File: src/rtl/uart_rx_param.sv
// Parametrised UART receiver: oversampled, majority-voted, with start-glitch
// rejection, optional parity, 1 or 2 stop bits and a valid/ready holding
// register carrying per-word parity/framing flags and an overrun pulse.
module uart_rx_param #(
  parameter int CLK_FREQ   = 50_000_000,
  parameter int BAUD       = 115_200,
  parameter int OVERSAMPLE = 16,
  parameter int DATA_BITS  = 8,
  parameter int PARITY     = 0,
  parameter int STOP_BITS  = 1
) (
  input  logic                 clk,
  input  logic                 rst,
  input  logic                 rx_pin_in,
  output logic [DATA_BITS-1:0] rx_data,
  output logic                 rx_valid,
  input  logic                 rx_ready,
  output logic                 parity_err,
  output logic                 frame_err,
  output logic                 overrun,
  output logic                 rx_busy
);

  localparam int DIV   = CLK_FREQ / (BAUD * OVERSAMPLE);
  localparam int DIV_W = (DIV > 1) ? $clog2(DIV) : 1;
  localparam int OS_W  = $clog2(OVERSAMPLE);

  localparam logic [DIV_W-1:0] DIV_LAST = DIV_W'(DIV - 1);
  localparam logic [OS_W-1:0]  OS_LAST  = OS_W'(OVERSAMPLE - 1);
  localparam logic [OS_W-1:0]  S_LO     = OS_W'(OVERSAMPLE / 2 - 1);
  localparam logic [OS_W-1:0]  S_MID    = OS_W'(OVERSAMPLE / 2);
  localparam logic [OS_W-1:0]  S_HI     = OS_W'(OVERSAMPLE / 2 + 1);
  // Bit counter is 4 bits so it can index up to 9 data bits.
  localparam logic [3:0]       BIT_LAST  = 4'(DATA_BITS - 1);
  localparam logic             STOP_LAST = 1'(STOP_BITS - 1);
  localparam logic             ODD       = (PARITY == 1);

  localparam logic [2:0] ST_IDLE  = 3'd0;
  localparam logic [2:0] ST_START = 3'd1;
  localparam logic [2:0] ST_DATA  = 3'd2;
  localparam logic [2:0] ST_PAR   = 3'd3;
  localparam logic [2:0] ST_STOP  = 3'd4;
  localparam logic [2:0] ST_BREAK = 3'd5;

  logic                 sync1, sync2, sync_d;
  logic                 rx_s, fall;
  logic [2:0]           state;
  logic [DIV_W-1:0]     div_cnt;
  logic [OS_W-1:0]      os_cnt;
  logic                 tick, vote_tick, end_tick;
  logic                 samp_a, samp_b, vote;
  logic [3:0]           bit_cnt;
  logic                 stop_cnt;
  logic [DATA_BITS-1:0] shreg;
  logic                 par_err_r, frm_err_r;
  logic                 par_bad, complete, ferr_final;

  // Two-flop synchroniser plus a delay flop for falling-edge detection; idle high.
  // NOTE: sequential state uses non-blocking (<=) so every flop samples the
  // pre-edge value of the others; blocking here would collapse the chain.
  always_ff @(posedge clk) begin
    if (rst) begin
      sync1  <= 1'b1;
      sync2  <= 1'b1;
      sync_d <= 1'b1;
    end else begin
      sync1  <= rx_pin_in;
      sync2  <= sync1;
      sync_d <= sync2;
    end
  end

  assign rx_s = sync2;
  assign fall = sync_d & ~sync2;

  // Baud-tick divider and per-bit oversample counter, both parked at 0 in IDLE.
  always_ff @(posedge clk) begin
    if (rst || state == ST_IDLE) begin
      div_cnt <= '0;
      os_cnt  <= '0;
    end else begin
      div_cnt <= (div_cnt == DIV_LAST) ? '0 : div_cnt + DIV_W'(1);
      if (tick) os_cnt <= (os_cnt == OS_LAST) ? '0 : os_cnt + OS_W'(1);
    end
  end

  assign tick      = (state != ST_IDLE) && (div_cnt == DIV_LAST);
  assign vote_tick = tick && (os_cnt == S_HI);
  assign end_tick  = tick && (os_cnt == OS_LAST);

  // Capture the first two mid-bit samples; the third is the live line at S_HI.
  always_ff @(posedge clk) begin
    if (rst) begin
      samp_a <= 1'b1;
      samp_b <= 1'b1;
    end else if (tick) begin
      if (os_cnt == S_LO)  samp_a <= rx_s;
      if (os_cnt == S_MID) samp_b <= rx_s;
    end
  end

  // Majority vote, parity check and frame-completion decode.
  // NOTE: every signal written in always_comb gets a default first, so no
  // path can leave it unassigned and infer a latch.
  always_comb begin
    vote       = (samp_a & samp_b) | (samp_a & rx_s) | (samp_b & rx_s);
    par_bad    = (^shreg) ^ vote ^ ODD;
    complete   = 1'b0;
    ferr_final = frm_err_r | ~vote;
    if (state == ST_STOP && vote_tick && stop_cnt == STOP_LAST) complete = 1'b1;
  end

  // Receive FSM: start qualification, data shift, parity, stop, break.
  always_ff @(posedge clk) begin
    if (rst) begin
      state     <= ST_IDLE;
      rx_busy   <= 1'b0;
      bit_cnt   <= '0;
      stop_cnt  <= 1'b0;
      shreg     <= '0;
      par_err_r <= 1'b0;
      frm_err_r <= 1'b0;
    end else begin
      case (state)
        ST_IDLE: begin
          if (fall) begin
            state     <= ST_START;
            rx_busy   <= 1'b1;
            bit_cnt   <= '0;
            stop_cnt  <= 1'b0;
            par_err_r <= 1'b0;
            frm_err_r <= 1'b0;
          end
        end
        ST_START: begin
          if (vote_tick && vote) begin
            state   <= ST_IDLE;
            rx_busy <= 1'b0;
          end else if (end_tick) begin
            state <= ST_DATA;
          end
        end
        ST_DATA: begin
          if (vote_tick) shreg <= {vote, shreg[DATA_BITS-1:1]};
          if (end_tick) begin
            if (bit_cnt == BIT_LAST) begin
              bit_cnt <= '0;
              state   <= (PARITY != 0) ? ST_PAR : ST_STOP;
            end else begin
              bit_cnt <= bit_cnt + 4'd1;
            end
          end
        end
        ST_PAR: begin
          if (vote_tick) par_err_r <= par_bad;
          if (end_tick)  state     <= ST_STOP;
        end
        ST_STOP: begin
          if (complete) begin
            // Leave at mid-bit so a back-to-back start edge is not missed.
            state   <= vote ? ST_IDLE : ST_BREAK;
            rx_busy <= ~vote;
          end else begin
            if (vote_tick) frm_err_r <= frm_err_r | ~vote;
            if (end_tick)  stop_cnt  <= stop_cnt + 1'b1;
          end
        end
        ST_BREAK: begin
          if (rx_s) begin
            state   <= ST_IDLE;
            rx_busy <= 1'b0;
          end
        end
        default: begin
          state   <= ST_IDLE;
          rx_busy <= 1'b0;
        end
      endcase
    end
  end

  // Holding register: load on completion if free or being drained, else flag overrun.
  always_ff @(posedge clk) begin
    if (rst) begin
      rx_data    <= '0;
      rx_valid   <= 1'b0;
      parity_err <= 1'b0;
      frame_err  <= 1'b0;
      overrun    <= 1'b0;
    end else begin
      overrun <= 1'b0;
      if (complete) begin
        if (!rx_valid || rx_ready) begin
          rx_data    <= shreg;
          parity_err <= (PARITY != 0) ? par_err_r : 1'b0;
          frame_err  <= ferr_final;
          rx_valid   <= 1'b1;
        end else begin
          overrun <= 1'b1;
        end
      end else if (rx_valid && rx_ready) begin
        rx_valid <= 1'b0;
      end
    end
  end

endmodule

File: config.mk
export PLATFORM = sky130hd
export DESIGN_NAME = uart_rx_param
export DESIGN_NICKNAME = d
export VERILOG_FILES = /design/src/rtl/uart_rx_param.sv
export SDC_FILE = /design/constraint.sdc
export NUM_CORES = 1
export LEC_CHECK = 0
export ABC_AREA = 1
export CAP_MARGIN = 20
export CORE_ASPECT_RATIO = 1.5
export CORE_MARGIN = 2
export CORE_UTILIZATION = 56
export DETAILED_ROUTE_END_ITERATION = 16
export HOLD_SLACK_MARGIN = 0.03
export PLACE_DENSITY = 0.88
export SLEW_MARGIN = 20
export SYNTH_ARGS = -nofsm -noshare
export SYNTH_HDL_FRONTEND = slang
export SYNTH_SLANG_ARGS = --single-unit
File: constraint.sdc
create_clock -name clk -period 2.23 [get_ports clk]
set_clock_uncertainty 0.2 [all_clocks]
set_input_delay 0.223 -clock clk [delete_from_list [all_inputs] [get_ports clk]]
set_output_delay 0.223 -clock clk [all_outputs]
set_load 0.05 [all_outputs]
# After elaboration in Yosys (flattened, before gate mapping)
# Cells that the tools add are included.
# op_classes
reduce_logical	28
bitwise	12
n_eq_ne	23
add_sub_neg	4
muxes	32
# op_table
op	n
2-to-1 mux 3 bit	9
!= test 2 bit, second input constant	10
case mux 3 bit (6 select lines)	1
2-to-1 mux 4 bit	4
2-to-1 mux 1 bit	14
equality test 4 bit, second input constant	3
AND reduction 2 bit	5
adder 4 x 1 -> 4 bit, second input constant	2
equality test 4 x 3 -> 1 bit, second input constant	2
case mux 4 bit (2 select lines)	1
AND reduction 4 bit	2
logical AND 1 bit	7
AND reduction 7 bit	1
equality test 3 x 2 -> 1 bit, second input constant	2
equality test 3 bit, second input constant	2
nonzero test 2 bit	3
OR reduction 2 bit	3
adder 5 x 1 -> 5 bit, second input constant	1
equality test 5 bit, second input constant	1
NOT 1 bit	5
case mux 1 bit (5 select lines)	1
AND reduction 5 bit	1
bitwise AND 1 bit	4
case mux 1 bit (2 select lines)	2
other kinds (10)	13
# word_totals
out_inout_bits	13
elab_cells	116
inputBits	4
regBits	43

# Depth between registers and ports, before layout
# Gate-level depths: netlist of run 1.
# depth
word_depth	8
mapped_depth	13
ltp_nobuf	13

# Least setup slack after synthesis of run 1
# No wires, ideal clock.
# synth_path
path_type	flip-flop to flip-flop
startpoint	register div_cnt[0]
endpoint	register state[0]
setup_time_ns	0.113
path_stages_with_launch	14
period_less_slack_ns	1.712
required_time_ns	1.917
slack_ns	0.518
arrival_time_ns	1.399
path_buffers	0
cell_sequence	dfxtp_1 inv_1 ha_1 nand2_1 inv_1 nand2_1 nor2_8 nand3_4 nand2_1 nand2_1 nor2_1 nand2_1 nor2_1 nor2_1
# synth_between
elab_chain_cells	8
elab_cells_between_ends	15
cone_classes	5 x eq/ne; 3 x mux; 7 x reduce/logical
# synth_lines
item	line	rtl
from (decl)	48	logic [DIV_W-1:0] div_cnt;
from (signal assigned)	82	div_cnt <= (div_cnt == DIV_LAST) ? '0 : div_cnt + DIV_W'(1);
equality test 5 bit (*)	87	assign tick = (state != ST_IDLE) && (div_cnt == DIV_LAST);
logical AND 1 bit (*)	87	
logical AND 1 bit	88	assign vote_tick = tick && (os_cnt == S_HI);
logical AND 1 bit (2 in a row)	110	if (state == ST_STOP && vote_tick && stop_cnt == STOP_LAST) complete = 1'b1;
2-to-1 mux 1 bit	110	
!= test 2 bit (no source line)	--	
AND reduction 7 bit (no source line)	--	
to (signal assigned)	148	state <= (PARITY != 0) ? ST_PAR : ST_STOP;
to (signal assigned)	161	state <= vote ? ST_IDLE : ST_BREAK;
to (decl)	47	logic [2:0] state;
# Mark *: on every way between the ends. The rest lies on a longest branch, timed or not.
# A chain may end at the register's enable or synchronous reset.

# Worst setup path after layout of run 1
# layout_path
startpoint	register div_cnt[0]
endpoint	register rx_data[1]
# layout_between
elab_chain_cells	7
# layout_lines
item	line	rtl
equality test 5 bit	87	
logical AND 1 bit	87	
logical AND 1 bit	88	
logical AND 1 bit (2 in a row)	110	
2-to-1 mux 1 bit	110	
AND reduction 2 bit (no source line)	--	
to (signal assigned)	194	rx_data <= shreg;
to (decl)	15	output logic [DATA_BITS-1:0] rx_data,
# Every way passes these cells.

==> results of run 1 <==
## critical path: cells and delay by family, from the launching register on
family	cells	cell delay [ps]
adders and majority gates	1	140
and+or+nand+nor	4	710
AOI/OAI and AO/OA	2	360
buffers and inverters	2	110
DFF	1	340
## sequential cells by signal (all words and copies together), names as in the netlist
| register | flops |
|---|---|
| rx_valid | 1 |
| stop_cnt | 1 |
| samp_b | 1 |
| div_cnt | 5 |
| sync1 | 1 |
| os_cnt | 4 |
| samp_a | 1 |
| frm_err_r | 1 |
| frame_err | 1 |
| overrun | 1 |
| rx_s | 1 |
| rx_busy | 1 |
| shreg | 8 |
| state | 3 |
| sync_d | 1 |
| rx_data | 8 |
| bit_cnt | 4 |
## layout make-up
| class | instances | area (um^2) |
|---|---|---|
| clock inverter | 3 | 67.6 |
| fill | 289 | 1090 |
| tap | 42 | 52.6 |
| sequential | 43 | 861 |
| clock buffer | 5 | 68.8 |
| inverter | 40 | 150 |
| multi-input combinational | 180 | 956 |
| timing repair buffer | 17 | 165 |
## per-layer routing
| layer | vias up | GRT usage | wire length, um |
|---|---|---|---|
| met3 | 12 | 0.0642 | 124 |
| met2 | 37 | 0.431 | 2190 |
| li1 | 894 | - | - |
| met5 | - | 0 | 0 |
| met4 | 0 | 0.128 | 104 |
| met1 | 806 | 0.200 | 1520 |
## worst paths after layout
check,from,endpoint
worst max-delay path,div_cnt[0]$_SDFF_PP0_,rx_data[1]$_SDFFE_PP0P_
worst min-delay path,sync1$_SDFF_PP1_,rx_s$_SDFF_PP1_
worst max register to register,div_cnt[0]$_SDFF_PP0_,rx_data[1]$_SDFFE_PP0P_
worst min register to register,sync1$_SDFF_PP1_,rx_s$_SDFF_PP1_
## cells by family after synthesis
kind of cell,share of synthesized area
DFF,0.432
buffers and inverters,0.0874
AOI/OAI and AO/OA,0.146
adders and majority gates,0.0377
and+or+nand+nor,0.282
xor gates and xnor gates,0.0132
other,0.00188
## cells in the mapped netlist
library cell / instances / area share
a211oi_1: 2 / 0.0075
a211oi_2: 1 / 0.0063
a21oi_1: 22 / 0.055
a21oi_2: 1 / 0.0044
buf_2: 1 / 0.0025
buf_4: 1 / 0.0038
clkbuf_1: 3 / 0.0057
conb_1: 1 / 0.0019
dfxtp_1: 43 / 0.43
ha_1: 6 / 0.038
inv_1: 34 / 0.064
inv_2: 6 / 0.011
nand2_1: 37 / 0.070
nand2_2: 3 / 0.0094
nand2_4: 1 / 0.0057
nand3_1: 9 / 0.023
nand3_4: 1 / 0.0088
nand3b_1: 1 / 0.0038
nand4_1: 6 / 0.019
nand4_2: 1 / 0.0063
nor2_1: 43 / 0.081
nor2_2: 2 / 0.0063
nor2_4: 2 / 0.011
nor2_8: 1 / 0.010
nor3_1: 4 / 0.010
nor3b_1: 3 / 0.011
o21ai_0: 24 / 0.060
o21ai_1: 3 / 0.0075
o21ai_2: 1 / 0.0044
or2_2: 2 / 0.0063
xnor2_1: 1 / 0.0044
xor2_1: 2 / 0.0088
## layout by cell type (no fill, tap or decap), types with 5 or more instances in the layout
cell	n
nor2_1	43
dfxtp_1	43
nand2_1	37
inv_1	34
o21ai_0	24
a21oi_1	22
clkdlybuf4s50_1	15
nand3_1	9
inv_2	6
nand4_1	6
ha_1	6
clkbuf_8	5
## per-stage QoR
step | std cells | hold slack, ps
6_report | 330 | 214
3_3_place_gp | 322 | 192
4_1_cts | 330 | 223
5_1_grt | 330 | 220
3_5_place_dp | 322 | 209
2_1_floorplan | 268 | 127
## power breakdown
part / switching, mW / leakage [nW] / internal (mW)
combinational: 0.603 / 0.591 / 0.279
sequential: 0.0811 / 0.349 / 0.851
clock: 0.271 / 0.0644 / 0.446
total: 0.956 / 1.00 / 1.58
==> impl_metrics.csv, run 1 <==
group,metric,value,unit
floorplanning,ios,17,
global_routing,grt_max_degree,26,
job,cap_violations,0,
power_and_ir_drop,p_leak,1.00,nW
setup_path,arrival,1970,ps
place,io_buffer_count,15,
setup_path,path_class,"reg2reg",
cts,cts_setup_buffers,0,
route,drtIter0Drc,54,
cts,cts_tree,"yes",
global_routing,overflow,0,
route,viasPerCell,5.30,
setup_path,max_stage_delay,340,ps
timing,setup_violations,0,
place,place_area,2180,um^2
timing,worst_slew_pin_slew,649,ps
route,wl_per_cell,11.9,um
timing,maxSlewHeadroom,0.567,
synthesis,syn_nets,278,
floorplanning,fp.coreArea,3420,um^2
global_routing,grt_pass1_wl,6.96,mm
synthesis,post_synth_num_cell_types,32,
synthesis,synth_seq_cells,43,
cells_and_area,drive_above_1_share,0.111,
route,dr.pass1.iters,4,
global_routing,grt_antenna_before_repair,0,
synthesis,syn_avg_cell_area,7.43,um^2
timing,finalCritPeriodShare,0.885,
synthesis,synth_warnings,0,
cells_and_area,final_cell_area,2320,um^2
floorplanning,num_rows,26,
timing,fin_ws,256,ps
route,num_vias,1749,
setup_path,crit_fanout,18,
place,post-place-ws,269,ps
power_and_ir_drop,power.density,1090,nW/um^2
cts,cts-resized-gates,0,
floorplanning,die_x,52.7,um
setup_path,end_kind,"flop",
timing,max_freq,507,MHz
global_routing,track_usage,0.229,
global_routing,grt_pass1_vias,1740,
cells_and_area,nets,297,
power_and_ir_drop,finalPower,2.53,mW
setup_path,path_cells,"inv_1 > ha_1 > nand2_1 > inv_1 > nand2_1 > nor2_8 > nand4_2 > o21ai_0 > a21oi_1",
cts,cts_num_sinks,43,
floorplanning,start_util,0.583,
outcome,status,"complete, no violations",
worst_hold_path,whs_path_depth,1,
setup_path,required,2220,ps
route,wirelength,3.94,mm
route,drtAntennaViolNets,0,
place,hpwl,2.93,mm
worst_hold_path,hp-class,"reg2reg",
cells_and_area,postLayoutCoreUtil,0.679,
cells_and_area,syn2layout_area_growth,16.6,%
synthesis,yosysSeqAreaShare,0.432,
cts,postCtsHoldBufs,0,
cts,cts_made_buffers,5,
place,gp_congestion,0.840,
timing,rsz0062_at_grt,"no",
setup_path,crit_path_top_delay_cell,"dfxtp_1",
power_and_ir_drop,irDropWorstVdd,0.000847,V
setup_path,r2r_setup_slack,260,ps
timing,fin_crit,1970,ps
floorplanning,die_h,77.0,um
cells_and_area,antenna_cells,0,
cts,root_buffer,"clkbuf_8",
cts,clkLatencyLatePin,310,ps
synthesis,synth_cells,268,
route,drc,0,
setup_path,reg2reg_depth,9,
cts,clk_path_buf_depth,2,
timing,slew_viol_final,0,
synthesis,syn_area,1990,um^2
floorplanning,dieArea,4060,um^2
cts,h-tree-depth,2,
cts,clk_pin_slew_worst_paths,80,ps
timing,finalHoldViolCount,0,
timing,fin_setup_tns,0,ps
setup_path,startpoint_type,"flop",
Note: power is estimated with default switching activity, not from simulation.
==> inputs of run 2 (changes only) <==
CORE_MARGIN = default   (was 2)
==> run 2 against run 1 <==
- power is 4.0% lower
- routed wire length is 1.5% lower
- die area is 6.3% lower
- cell area is 0.81% lower
- clock-buffer cell count is 1 higher
- non-clock buffer count stayed put
- core utilization is 0.55 points lower
- sequential share of layout area is 0.30 points higher
- cell count stayed put
- global-route usage is 1.2 points higher
- critical path type unchanged
==> impl_metrics.csv, run 2 (synthesis gave the netlist of run 1 again) <==
group,metric,value,unit
power_and_ir_drop,internal_power,1.49,mW
setup_path,end_kind,"flop",
cells_and_area,nets,297,
power_and_ir_drop,irDropWorstVdd,0.000827,V
worst_hold_path,hp-class,"reg2reg",
cts,cts_made_buffers,5,
global_routing,grt_pass1_vias,1712,
job,cap_violations,0,
setup_path,max_stage_delay,340,ps
cts,root_buffer,"clkbuf_8",
timing,maxSlewHeadroom,0.564,
setup_path,required,2210,ps
global_routing,grt_pass1_wl,6.80,mm
cells_and_area,antenna_cells,0,
cts,postCtsHoldBufs,0,
global_routing,track_usage,0.240,
floorplanning,ios,17,
worst_hold_path,hp-start,"sync1$_SDFF_PP1_",
power_and_ir_drop,p_leak,1.00,nW
timing,finalCritPeriodShare,0.877,
cts,cts_num_sinks,43,
cells_and_area,syn2layout_area_growth,15.7,%
route,drc,0,
setup_path,path_class,"reg2reg",
timing,finalHoldViolCount,0,
route,wirelength,3.88,mm
timing,fin_crit,1960,ps
global_routing,grt_max_degree,26,
cts,clkLatencyLatePin,300,ps
global_routing,overflow,0,
floorplanning,start_util,0.583,
cells_and_area,postLayoutCoreUtil,0.674,
timing,slew_viol_final,0,
timing,rsz0062_at_grt,"no",
timing,fin_setup_tns,0,ps
setup_path,crit_fanout,18,
setup_path,arrival,1940,ps
global_routing,grt_antenna_before_repair,0,
cells_and_area,drive_above_1_share,0.111,
place,gp_congestion,0.876,
route,drtIter0Drc,60,
setup_path,startpoint_type,"flop",
cts,cts_tree,"yes",
route,num_vias,1744,
cts,clk_path_buf_depth,2,
floorplanning,die_x,50.7,um
floorplanning,dieArea,3800,um^2
cts,clk_pin_slew_worst_paths,80,ps
cells_and_area,final_cell_mix,"nor2_1, dfxtp_1, nand2_1",
power_and_ir_drop,finalPower,2.43,mW
timing,worst_slew_pin_slew,653,ps
setup_path,crit_start,"div_cnt[0]$_SDFF_PP0_",
cells_and_area,largestRegisters,"rx_data (8), shreg (8), div_cnt (5)",
place,hpwl,2.96,mm
route,wl_per_cell,11.8,um
power_and_ir_drop,p_sw,936,uW
timing,fin_ws,273,ps
route,drtAntennaViolNets,0,
power_and_ir_drop,pwr-share-seq,0.384,
place,io_buffer_count,15,
timing,setup_violations,0,
setup_path,crit_path_top_delay_cell,"dfxtp_1",
floorplanning,fp.coreArea,3420,um^2
setup_path,path_cells,"inv_1 > ha_1 > nand2_1 > inv_1 > nand2_1 > nor2_8 > nand4_2 > o21ai_0 > a21oi_1",
floorplanning,num_rows,26,
timing,max_freq,511,MHz
outcome,status,"complete, no violations",
place,post-place-ws,287,ps
power_and_ir_drop,power.density,1060,nW/um^2
floorplanning,die_h,75.0,um
cts,h-tree-depth,2,
route,viasPerCell,5.28,
power_and_ir_drop,clock_power_share,0.254,
cts,cts-resized-gates,0,
cts,cts_setup_buffers,0,
power_and_ir_drop,swShare,0.385,
power_and_ir_drop,power_frac_comb,0.362,
route,dr.pass1.iters,5,
setup_path,timing.rr.start,"div_cnt[0]$_SDFF_PP0_",
-- run 2: cell types whose count changed in the layout (fill, tap and decap cells not counted) --
cell / previous run / this run
clkinvlp_4: 1 / 0
clkinv_2: 0 / 1
clkbuf_8: 5 / 6
bufinv_16: 2 / 1
-- run 2: cell type report --
type                       count  area, um^2
sequential                    43         861
clock inverter                 2        35.0
inverter                      40         150
fill                         302        1110
clock buffer                   6        82.6
tap                           42        52.6
multi-input combinational    180         956
timing repair buffer          17         165
-- run 2: metal layers --
layer,vias to the layer above,wire length (um),part of all wire,GRT usage
met3,15,160,0.041,0.0566
met2,50,2100,0.54,0.474
met5,-,0,0,0
li1,891,-,-,-
met4,0,152,0.039,0.170
met1,788,1470,0.38,0.207
-- run 2: path summary, 6_finish.rpt --
path              cells after the start                      end  slack (ps)
setup / recovery                      9  rx_data[4]$_SDFFE_PP0P_         270
hold / removal                        1          rx_s$_SDFF_PP1_         210
hold reg to reg                       1          rx_s$_SDFF_PP1_         210
setup reg to reg                      9  rx_data[4]$_SDFFE_PP0P_         270
-- run 2: metrics by stage --
| step | cells | hold slack [ps] | instance area, um^2 |
|---|---|---|---|
| after floorplan | 268 | 127 | 1990 |
| after global placement | 322 | 191 | 2180 |
| after detailed placement | 322 | 195 | 2180 |
| after CTS | 330 | 213 | 2300 |
| after global routing | 330 | 253 | 2300 |
| final | 330 | 212 | 2300 |
-- run 2: worst max-delay path: cells and delay by family (launching register included) --
kind,cells,cell delay (ps)
flops,1,340
simple gates,4,700
buf+inv,2,110
fa+ha+maj,1,130
compound gates,2,370
-- run 2: power by group through the flow --
stage	combinational, mW	sequential [mW]	clock [mW]
2_1_floorplan	0.685	0.961	0
3_3_place_gp	0.856	0.946	0
3_5_place_dp	0.867	0.948	0
4_1_cts	0.873	0.930	0.627
5_1_grt	0.994	0.942	0.656
6_report	0.879	0.932	0.618
